## config.mk

```make
export PLATFORM = sky130hd
export DESIGN_NAME = fault_inject_sched
export DESIGN_NICKNAME = d
export VERILOG_FILES = /design/src/rtl/fault_inject_sched.sv
export SDC_FILE = /design/constraint.sdc
export NUM_CORES = 1
export LEC_CHECK = 0
export CAP_MARGIN = 20
export CORE_MARGIN = 3
export CORE_UTILIZATION = 30
export DETAILED_ROUTE_END_ITERATION = 16
export SLEW_MARGIN = 20
export SYNTH_ARGS = -nofsm -noshare
export SYNTH_HDL_FRONTEND = slang
export SYNTH_SLANG_ARGS = --single-unit
```

## constraint.sdc

```tcl
create_clock -name clk -period 4.91 [get_ports clk]
set_input_delay 0.491 -clock clk [delete_from_list [all_inputs] [get_ports clk]]
set_output_delay 0.491 -clock clk [all_outputs]
set_load 0.01 [all_outputs]
```

## src/rtl/fault_inject_sched.sv

```systemverilog
// Fault-injection scheduler: waits a programmed interval, strobes the mask LFSR,
// captures the new mask and hands it to the target over valid/ready, burst_len times.
module fault_inject_sched #(
    parameter int unsigned WIDTH    = 32,
    parameter int unsigned PERIOD_W = 16,
    parameter int unsigned BURST_W  = 8
) (
    input  logic                clk,
    input  logic                rst,
    input  logic                start,
    input  logic                stop,
    input  logic [PERIOD_W-1:0] period,
    input  logic [BURST_W-1:0]  burst_len,
    input  logic [WIDTH-1:0]    lfsr_mask,
    output logic                lfsr_enable,
    output logic                inject_valid,
    input  logic                inject_ready,
    output logic [WIDTH-1:0]    inject_mask,
    output logic                busy,
    output logic                done,
    output logic [BURST_W-1:0]  inject_count
);

    typedef enum logic [2:0] {
        StIdle,
        StWait,
        StAdvance,
        StCapture,
        StInject,
        StDone
    } state_e;

    state_e              state_q, state_d;
    logic [PERIOD_W-1:0] wait_q, wait_d;
    logic [PERIOD_W-1:0] period_q, period_d;
    logic [BURST_W-1:0]  remaining_q, remaining_d;
    logic [BURST_W-1:0]  count_q, count_d;
    logic [WIDTH-1:0]    mask_q, mask_d;
    logic                xfer;

    assign xfer = (state_q == StInject) && inject_ready;

    always_comb begin
        state_d     = state_q;
        wait_d      = wait_q;
        period_d    = period_q;
        remaining_d = remaining_q;
        count_d     = count_q;
        mask_d      = mask_q;

        unique case (state_q)
            StIdle: begin
                if (start) begin
                    // A zero period is run as a one-cycle wait.
                    period_d    = (period == '0) ? PERIOD_W'(1) : period;
                    wait_d      = (period == '0) ? '0 : period - PERIOD_W'(1);
                    remaining_d = burst_len;
                    count_d     = '0;
                    state_d     = (burst_len == '0) ? StDone : StWait;
                end
            end
            StWait: begin
                if (stop) begin
                    state_d = StIdle;
                end else if (wait_q == '0) begin
                    state_d = StAdvance;
                end else begin
                    wait_d = wait_q - PERIOD_W'(1);
                end
            end
            StAdvance: begin
                state_d = stop ? StIdle : StCapture;
            end
            StCapture: begin
                if (stop) begin
                    state_d = StIdle;
                end else begin
                    mask_d = lfsr_mask;
                    // An all-zero mask is useless as a fault; advance again immediately.
                    state_d = (lfsr_mask == '0) ? StAdvance : StInject;
                end
            end
            StInject: begin
                if (xfer) begin
                    if (count_q != '1) begin
                        count_d = count_q + BURST_W'(1);
                    end
                    remaining_d = remaining_q - BURST_W'(1);
                end
                if (stop) begin
                    state_d = StIdle;
                end else if (xfer) begin
                    if (remaining_q == BURST_W'(1)) begin
                        state_d = StDone;
                    end else begin
                        state_d = StWait;
                        wait_d  = period_q - PERIOD_W'(1);
                    end
                end
            end
            StDone: begin
                state_d = StIdle;
            end
            default: begin
                state_d = StIdle;
            end
        endcase
    end

    always_ff @(posedge clk or negedge rst) begin
        if (!rst) begin
            state_q     <= StIdle;
            wait_q      <= '0;
            period_q    <= '0;
            remaining_q <= '0;
            count_q     <= '0;
            mask_q      <= '0;
        end else begin
            state_q     <= state_d;
            wait_q      <= wait_d;
            period_q    <= period_d;
            remaining_q <= remaining_d;
            count_q     <= count_d;
            mask_q      <= mask_d;
        end
    end

    assign lfsr_enable  = (state_q == StAdvance);
    assign inject_valid = (state_q == StInject);
    assign busy         = (state_q != StIdle);
    assign done         = (state_q == StDone);
    assign inject_mask  = mask_q;
    assign inject_count = count_q;

endmodule

```

==> results list, run 1 <==
- Static Leak: 2.57 nW
- Setup repair after global routing left no endpoint under its margin.
- Placed Area: 5960 um2
- The first global-routing pass estimated ~22 mm of wire.
- Number of global-route vias before repair: 4,281
- Clock tree synthesis found a total of 83 sinks.
- In the post-synthesis netlist, the biggest area contributors are sky130_fd_sc_hd__dfrtp_1 44%, sky130_fd_sc_hd__nand2_1 5.8%, sky130_fd_sc_hd__mux2_1 4.5%, sky130_fd_sc_hd__nor2_1 3.7%, sky130_fd_sc_hd__a21oi_1 3.4%.
- Count of vias placed by the detailed router: 4,242
* Power density over the cells: around 530 nW/um2
* Clk buf depth: 2
- When the netlist entered floorplanning its net count stood at 578.
* Biggest cell delay along the critical path: 690 ps
* Max stage delay cell, worst path: sky130_fd_sc_hd__or3b_4
- Portion of the clock cycle consumed by the worst path in the final layout: 65.5%
- Commonest cells after routing, fill and taps aside: 103 x sky130_fd_sc_hd__clkdlybuf4s50_1, 83 x sky130_fd_sc_hd__dfrtp_1, 73 x sky130_fd_sc_hd__nand2_1, 47 x sky130_fd_sc_hd__nor2_1, 32 x sky130_fd_sc_hd__a21oi_1
- Cell internal power dissipation: between 2 and 2.5 mW
- In this run, the number of DRC markers left after iteration 0 of detailed routing was 327.
- The cell sitting at the root of the clock tree is a sky130_fd_sc_hd__clkbuf_16.
- Initial antenna violation count: 0
* Final count of hold timing violations: 0
* Largest vdd supply drop: 0.224 mV
* Clock-pin slew of the registers on the worst-case setup and hold paths: 70 ps
- Multiplexer share of the synthesized area: 10.6%
- The share of synthesized area in the top cell type comes to between 40% and 50%.
- Adder-cell share of the synthesized area: 1.58%
- The total overflow left after global routing is 0.
* Tightest slew margin relative to the limit: 46.2%
* Leading register cell type out of synthesis: sky130_fd_sc_hd__dfrtp_1
* Sequential area share after synthesis: 43.7%
- Crit path buf inv count: 0
- Synth area leader: sky130_fd_sc_hd__dfrtp_1
- Fraction of synthesis flops using an asynchronous set or reset pin: 100%
* Minimum clock period: 3220 ps
- Of all nets on the critical path, the largest fanout is 47.
* Power, Total: 3.33 mW
- Combinational family with the most area after synthesis: simple AND/OR/NAND/NOR gates
- For this run, the post-layout net count is ~670.
- At the worst endpoint, the required time is 5140 ps.
- Between clock sinks in the finished design, the worst skew comes to approximately 12 ps.
* Effective utilization at floorplan: 30.9%
- The worst hold path belongs to the class input port to asynchronous set/reset pin.
* Number of detailed-route iterations in the first pass: 4
- Yosys reg bits: between 80 and 90
* Clock latency on the worst-skew pair: 350 ps
* IO Port Bufs: 104
* Most frequent standard cell in the layout excluding fill and tap cells: sky130_fd_sc_hd__clkdlybuf4s50_1
* Post-synthesis to final-layout area growth: 31.2%
- Overall track demand over capacity in global routing: 15.4%
- The worst setup path is launched from a flip-flop.
- Sequential cells account for 38.5% of the total power.
- Walking the worst path, the cells encountered are or3b_4 > mux2i_1 > ha_1 > nor4b_1 > nand3_1 > o2bb2a_2 > xnor2_1 > o21ai_1 > a22o_1.
- Counting the buffers created by CTS gives 9.
* Post-Synth XOR/XNOR Area: 5.52%
* Net Sw Frac: approximately 40%
* Count of flip-flops with a built-in enable after synthesis: 0
- After floorplanning, the core was sized to cover 15,400 um2.
- WP data arrival: 3450 ps
- The run finished with clean final reports.
* Final standard cell utilization of the core: a little over 40%
* Total negative slack for setup checks: 0 ps
- After detailed routing, the number of remaining DRC violations is 0.
- Once layout is complete, the cells apart from fillers number 820.
* Number of H-tree branching levels: 3
* Row cnt: 45
- Count of different cell masters after synthesis: 62
* Count of maximum capacitance violations: 0
- Count of instances resized after the clock tree is built: 0
- Each instance of the synthesized netlist takes up on average 9.31 um2.
- Of the total synthesized cell area, the portion taken by AND, OR, NAND and NOR gates is 22.1%.
- Setup Fix Bufs, Post-CTS: 0
- The number of slew-limit violations in the final report came to 0.
* Proportion of power drawn by combinational gates: 42.0%
- TritonCTS clock tree: done
- On the final layout, the worst hold slack is 203 ps.
* Setup WS pre-CTS: 1740 ps
- The worst setup path is captured at a flip-flop.
- Per report_power, the clock group accounts for between 15 and 20% of the total.
* Remaining antenna violation count: 0
- Cell area after technology mapping: 4760 um2
* Peak Freq: 0.311 GHz
- Dividing the detail-routed wire length by the instance count gives 16.2 um.
* Final Cell Area: 6240 um2
- The number of hold buffers added after CTS was 0.
- Among cell families on the critical path, the largest total delay comes from simple AND/OR/NAND/NOR gates.
- Worst slew pin tran: 796 ps
* Die outline area: 17,400 um2
- Total detailed-routing wirelength: 13.2 mm
- Die Height: 132 um
- Fraction of the mapped netlist area in compound gates: roughly an eighth
- Across all setup checks in the final design, the least slack found is 1690 ps.
- Via count normalized by instance count: between 5 and 6
* Width of the chip: 132 um
- The worst setup path is of the flip-flop to flip-flop kind.
* Number of setup violations in the final report: 0
- HPWL Detailed: around 9.7 mm
- Pin count of the biggest net entering global routing: 84
- Yosys warning count: 0
- Placer congestion estimate: 0.867
* Switching power summed over all nets: between 1 and 1.5 mW
- Number of standard cells after synthesis: 511
- The number of antenna diodes in the final layout is 0.
- In the final layout, the share of cells above drive strength 1 is 7.22%.
- For this design the top-level I/O count stands at approximately 110.
- Counting tap cells, the placed design contains a total of 804 instances.
-- per-layer routing --
| metal | wire (um) | global-route usage (%) |
|---|---|---|
| met3 | 909 | 4.16 |
| met2 | 6300 | 24.4 |
| met4 | 291 | 6.30 |
| met5 | 0 | 0 |
| met1 | 5740 | 20.0 |
-- registers in the layout, indices dropped and copies added, names as in the netlist --
register,count
inject_count,8
inject_mask,32
period_q,16
remaining_q,8
state_q,3
wait_q,16
-- logic make-up after synthesis --
family | Yosys count
flops | 83
compound gates | 96
fa+ha+maj | 6
xor+xnor | 30
simple gates | 214
mux | 46
buf+inv | 36
-- synthesized netlist by cell type, drive strengths merged (2+ instances only) --
cell type	number
a21oi	32
a22oi	13
a31oi	2
a32oi	3
a41oi	2
and2	6
and3	5
buf	14
clkbuf	11
dfrtp	83
ha	6
inv	10
mux2	32
mux2i	14
nand2	73
nand2b	2
nand3	13
nand3b	4
nand4	5
nand4b	2
nor2	47
nor2b	2
nor3	21
nor3b	3
nor4	19
nor4b	2
o211ai	4
o21ai	27
or3	4
xnor2	12
xor2	18
-- worst paths after layout --
check	slack, ps	from	cells past startpoint	end
worst min register to register	490	inject_mask[20]	1	inject_mask[20]
min in group clk	490	inject_mask[20]	1	inject_mask[20]
max in group asynchronous	4190	rst	1	inject_mask[9]
worst min-delay path	200	rst	1	period_q[8]
worst max register to register	1690	state_q[2]	9	wait_q[10]
worst max-delay path	1690	state_q[2]	9	wait_q[10]
-- power by group through the flow --
stage                     sequential (mW)  clock [mW]  combinational, mW
final                                1.28       0.650               1.40
after global routing                 1.33       0.693               1.56
after CTS                            1.28       0.667               1.41
after detailed placement             1.28           0               1.41
after global placement               1.27           0               1.38
after floorplan                      1.25           0              0.832
-- final cells by class --
type / instances / area [um2]
Clock buffer: 10 / 229
Clock inverter: 6 / 48.8
Fill cell: 1474 / 9130
Inverter: 11 / 42.5
Multi-Input combinational cell: 392 / 2510
Sequential cell: 83 / 2080
Tap cell: 211 / 264
Timing Repair Buffer: 107 / 1060
Note: power is estimated with default switching activity, not from simulation.
==> run 2: changes to the inputs <==
clock period = 3.2 ns   (was 4.91 ns; I/O delays follow)
==> run 2 against run 1 <==
Utilization rose by 0.37 points. Cell count increased by 0.98%. Critical endpoint unchanged. Via count about the same. Routed wire length increased by 1.6%. Largest cell class unchanged.
==> results list, run 2 (synthesis gave the netlist of run 1 again) <==
* Via count normalized by instance count: around 5.1
- Placed Area: 6030 um2
- In this run, post-CTS repair resized a total of 0 instances.
- Hold repair after CTS inserted 0 buffers.
- Worst slew pin tran: roughly 820 ps
* Fin. max-slew vios: 0
- Path class of the lowest-slack min-delay path: input port to asynchronous set/reset pin
* Clock latency on the worst-skew pair: 340 ps
- Among all stages on the critical path, the largest delay is contributed by sky130_fd_sc_hd__or3b_4.
- Remaining antenna violation count: 0
- First-pass GRT wire length: around 23 mm
- Top routing layer used: met4
* IO Port Bufs: 104
- Global routing used 15.8% of the available tracks.
- Library cell used as clock root buffer: sky130_fd_sc_hd__clkbuf_16
- In this run, the number of DRC markers left after iteration 0 of detailed routing was approximately 370.
- Number of global-route vias before repair: 4,281
- Crit path buf inv count: 0
- For this block, wires on met1 add up to 6.00 mm.
* Fill cell total of the finished layout: 1,499
- Data required time of the critical path: 3430 ps
- Most frequent standard cell in the layout excluding fill and tap cells: sky130_fd_sc_hd__clkdlybuf4s50_1
* Die outline area: around 17,000 um2
- Clock-pin slew of the registers on the worst-case setup and hold paths: 60 ps
* Net count reported at finish: 680
- After global routing the overflow that remains totals 0.
- The finished cells cover 6300 um2.
- The clock passes through at most 2 buffers.
* Power density over the cells: 816 nW/um2
- The run finished with clean final reports.
- For this run, the top clock speed supported by timing is 0.368 GHz.
* Static Leak: 2.60 nW
- WP data arrival: just under 3000 ps
- Placeable core region: ~15,000 um2
* Number of flip-flops in the largest register: 32
* HPWL Detailed: 9.94 mm
- Cell chain of the critical path: or3b_4 > mux2i_1 > ha_1 > nor4b_1 > nand3_1 > o2bb2a_2 > xnor2_1 > o21ai_1 > a22o_1
- Biggest cell delay along the critical path: 440 ps
* Commonest cells after routing, fill and taps aside: 103 x sky130_fd_sc_hd__clkdlybuf4s50_1, 83 x sky130_fd_sc_hd__dfrtp_1, 73 x sky130_fd_sc_hd__nand2_1, 47 x sky130_fd_sc_hd__nor2_1, 32 x sky130_fd_sc_hd__a21oi_1
- The worst setup path is captured at a flip-flop.
- Setup violations remaining at the end of the flow were counted as 0.
* Placer congestion estimate: 0.914
- Setup repair after global routing missed its margin: no
- The H-tree was split into 3 levels.
* Width of the chip: between 100 and 150 um
- For this design the top-level I/O count stands at 105.
- From synthesis to final layout, the design area changed by 32.4%.
- In the post-route analysis, the smallest setup slack over all paths is slightly below 500 ps.
- Across all layers, the routed design uses 4,239 vias.
* Final count of hold timing violations: 0
- After detailed routing, the average wire length per cell comes to 16.3 um.
* Critical Setup Path Class: flip-flop to flip-flop
- In the detailed route, the total length drawn on met3 is 872 um.
- Total detailed-routing wirelength: between 10 and 15 mm
- Clock tree synthesis found a total of 83 sinks.
* Tightest slew margin relative to the limit: 45.2%
* Effective utilization at floorplan: 30.9%
- Total negative slack for setup checks: 0 ps
- Final antenna diode count: 0
- TritonCTS clock tree: done
- On the final layout, the worst hold slack is 60.1 ps.
- Across the VDD grid, the largest voltage drop is 0.362 mV.
- Entering global routing, the biggest net connects about 60 pins.
- At the placement stage, the worst setup path has a slack of 515 ps.
- STA classifies the critical path startpoint as a flip-flop.
* Final Skew: 3.43 ps
- Die Height: 132 um
- The worst path needs 2710 ps of the cycle, external delays included.
- In this run, CTS created clock tree buffers numbering 9.
* Cell class contributing the biggest share of worst-path delay: simple AND/OR/NAND/NOR gates
- The number of antenna violations at the first check in global routing is 0.
- The first detailed-routing pass ran for 5 iterations.
* Portion of the clock cycle consumed by the worst path in the final layout: a little over four fifths
* Count of maximum capacitance violations: 0
- Once the clock tree was built, the setup fixing pass inserted 0 buffers.
- Of all nets on the critical path, the largest fanout is 5.
* Final routed DRC violation total: 0
* Met2 wire length: 6.30 mm
- Proportion of layout cells with a drive suffix above 1: 8.43%
* Row cnt: between 40 and 50
## run 2: changes by cell type in the layout (fill, tap and decap cells not counted), sizes merged
cell      delta
buf          +9
clkinvlp     +3
inv          -3
clkinv       -2
clkbuf       +1
## run 2: cell type report
| cell class | instances | area (um2) | share of cell area [%] |
|---|---|---|---|
| clock inverter | 4 | 27.5 | 0.437 |
| timing repair buffer | 116 | 1130 | 17.9 |
| multi-input combinational | 392 | 2510 | 39.9 |
| inverter | 11 | 42.5 | 0.676 |
| clock buffer | 11 | 243 | 3.86 |
| tap | 211 | 264 | 4.19 |
| sequential | 83 | 2080 | 33.0 |
## run 2: through the flow
stage | power [mW] | std cells | utilization (%)
floorplan | 3.20 | 511 | -
global route | 5.51 | 828 | 41.0
global placement | 4.12 | 813 | 39.2
detailed placement | 4.19 | 813 | 39.2
finish | 5.14 | 828 | 41.0
CTS | 5.17 | 828 | 41.0
## run 2: report_power, final
part | internal, mW | leakage (nW) | total (mW) | switching [mW]
sequential | 1.51 | 1.02 | 1.92 | 0.401
combinational | 1.10 | 1.46 | 2.26 | 1.16
clock | 0.541 | 0.124 | 0.960 | 0.419
total | 3.15 | 2.60 | 5.14 | 1.98
## run 2: worst paths after layout
path	start	to	slack [ps]	depth (start not counted)
max	state_q[1]	wait_q[10]	490	9
min in group clk	inject_mask[29]	inject_mask[29]	490	1
min	rst	wait_q[4]	60	1
max reg2reg	state_q[1]	wait_q[10]	490	9
min reg2reg	inject_mask[29]	inject_mask[29]	490	1
max in group asynchronous	rst	inject_mask[5]	2430	2
## run 2: layer usage
metal / global-route usage (%) / up-vias
li1: - / 2031
met1: 21.2 / 2046
met2: 24.5 / 143
met3: 3.70 / 19
met4: 6.88 / 0
met5: 0 / -
==> run 3: changes to the inputs <==
clock period = 2.7 ns   (was 3.2 ns; I/O delays follow)
==> run 3 against run 2 <==
Worst setup slack got worse by 360 ps. Highest routed layer unchanged. Cell count up 0.72%. Count of clock-buffer cells in the layout is the same. Global-route usage grew 0.42 points. Die area stayed put. Sequential power increased by 20%. Critical path type is now flip-flop to primary output.
==> results list, run 3 (synthesis gave the netlist of run 1 again) <==
- For this run, the total global-route usage over all layers was measured as 16.2%.
- The die covers 17,400 um2.
* Initial antenna violation count: 0
- Area occupied by registers: approximately 2100 um2
- For the final database, setup skew stands at approximately 4.2 ps.
- Setup WS pre-CTS: approximately 150 ps
- Setup repair after global routing missed its margin: no
- Worst reg2reg path depth: 9
- The number of global-route vias before repair was 4,363.
- Critical Setup Path Class: flip-flop to primary output
- Status: complete, no violations
- Net count reported at finish: 685
- Entering global routing, the biggest net connects 48 pins.
- The finished cells cover 6400 um2.
- Crit-path max FO: 45
- Measured against its own limit, the worst slew margin works out to 53.5%.
- Peak Freq: 0.389 GHz
* Number of detailed-route iterations in the first pass: 4
- After detailed routing, the number of remaining DRC violations is 0.
* Routed len/inst: 16.4 um
* Placed Area: about 6100 um2
- The path class of the tightest hold or removal check is flip-flop to flip-flop.
- At the pin with the least slew margin, the transition time is 695 ps.
- Counting along the longest clock path gives a buffer depth of 2.
- The worst path meets setup with about 130 ps of slack.
* Commonest cells after routing, fill and taps aside: 103 x sky130_fd_sc_hd__clkdlybuf4s50_1, 83 x sky130_fd_sc_hd__dfrtp_1, 73 x sky130_fd_sc_hd__nand2_1, 47 x sky130_fd_sc_hd__nor2_1, 32 x sky130_fd_sc_hd__a21oi_1
- The number of slew-limit violations in the final report is 0.
- Endpoint type of the worst setup path: primary output
- IO Port Bufs: 104
- The final critical path takes up 95.2% of the cycle.
- Fill cell total of the finished layout: 1,478
* HPWL Detailed: 10.3 mm
* WP data arrival: 2300 ps
* Power density over the cells: 968 nW/um2
- Placer congestion estimate: 0.934
- Number of cells in the finished layout apart from fillers: about 830
- Number of H-tree branching levels: 3
* Width of the chip: 132 um
- Worst reg-to-reg setup slack: around 180 ps
* # placed instances: between 800 and 900
- STA classifies the critical path startpoint as a flip-flop.
- Proportion of layout cells with a drive suffix above 1: 9.47%
- Static Leak: 2.65 nW
- Library cell used as clock root buffer: sky130_fd_sc_hd__clkbuf_16
- Largest vdd supply drop: 0.479 mV
- For the worst-skew pair, the clock arrives at the later sink with an insertion delay of roughly 340 ps.
* Die Height: 132 um
- TritonCTS clock tree: done
- Count of maximum capacitance violations: 0
* Effective utilization at floorplan: 30.9%
* Remaining antenna violation count: 0
* Clock-pin slew of the registers on the worst-case setup and hold paths: 60 ps
- The worst path needs 2570 ps of the cycle, external delays included.
* Clock sinks: 83
- Dividing the detail-routed via count by the number of cells gives about 5.1.
- First-pass GRT wire length: 23.0 mm
* Total detailed-routing wirelength: ~14 mm
- Pin placement for this block handled 105 I/O pins.
- Post-synthesis to final-layout area growth: 34.6%
* Final antenna diode count: 0
* Number of flip-flops in the largest register: 32
- Row generation in the floorplan step produced 45 rows.
- In this run the standard cell core region covers 15,400 um2.
* Area taken by multi-input logic gates: 2530 um2
* Number of setup violations in the final report: 0
- Data required time of the critical path: 2430 ps
- Final count of hold timing violations: 0
- The detailed router placed 4,278 vias in this run.
- The detailed router finished its first iteration with 322 violations.
* Sum of overflow across all layers after global routing: 0
- Along the worst hold path, the cell count comes to 1.
- Most frequent standard cell in the layout excluding fill and tap cells: sky130_fd_sc_hd__clkdlybuf4s50_1
- Clock tree synthesis inserted a total of 9 buffers.
-- run 3: final cells by class --
class | count | area share [%]
Tap cell | 211 | 4.12
Clock inverter | 5 | 0.703
Inverter | 11 | 0.723
Timing Repair Buffer | 121 | 18.7
Clock buffer | 11 | 3.79
Multi-Input combinational cell | 392 | 39.5
Sequential cell | 83 | 32.4
-- run 3: path summary, 6_finish.rpt --
kind | start | endpoint
setup / recovery | state_q[1] | inject_valid
hold / removal | inject_mask[4] | inject_mask[4]
setup reg to reg | state_q[1] | wait_q[10]
hold reg to reg | inject_mask[4] | inject_mask[4]
max in group asynchronous | rst | inject_mask[3]
min in group asynchronous | rst | period_q[10]
-- run 3: metrics by stage --
step / power (mW) / hold slack, ps / util [%] / TNS (ps)
after floorplan: 3.80 / -25.6 / - / -121
after global placement: 4.97 / 353 / 39.7 / 0
after detailed placement: 5.02 / 359 / 39.7 / 0
after CTS: 6.26 / 489 / 41.6 / 0
after global routing: 6.67 / 497 / 41.7 / 0
final: 6.20 / 483 / 41.7 / 0
-- run 3: where the power goes --
part / internal, mW / total (mW) / leakage, nW / switching (mW)
Sequential: 1.79 / 2.30 / 1.02 / 0.506
Clock: 0.663 / 1.19 / 0.139 / 0.527
Combinational: 1.34 / 2.71 / 1.49 / 1.37
Total: 3.79 / 6.20 / 2.65 / 2.41
-- run 3: worst max-delay path, stage by stage, from the launching register on --
cell                              delay, ps
sky130_fd_sc_hd__dfrtp_1                380
sky130_fd_sc_hd__or3b_4                 420
sky130_fd_sc_hd__buf_6                  240
sky130_fd_sc_hd__inv_6                  140
sky130_fd_sc_hd__buf_4                  190
sky130_fd_sc_hd__clkdlybuf4s50_1        570
-- run 3: routing by layer --
metal  GRT usage [%]  wire [um]  up-vias
met5               0          0        -
met4            7.00        370        0
met3            3.05        695       25
met2            26.7       6630      130
met1            20.9       5980     2072
li1                -          -     2051
-- run 3: repair_timing --
| item | in CTS | in global routing |
|---|---|---|
| setup endpoints to repair | 1 | 1 |
| hold endpoints to repair | 46 | 0 |
| resized for setup | 1 | 2 |
| hold buffers | 1 | 0 |
| setup buffers | 0 | 0 |
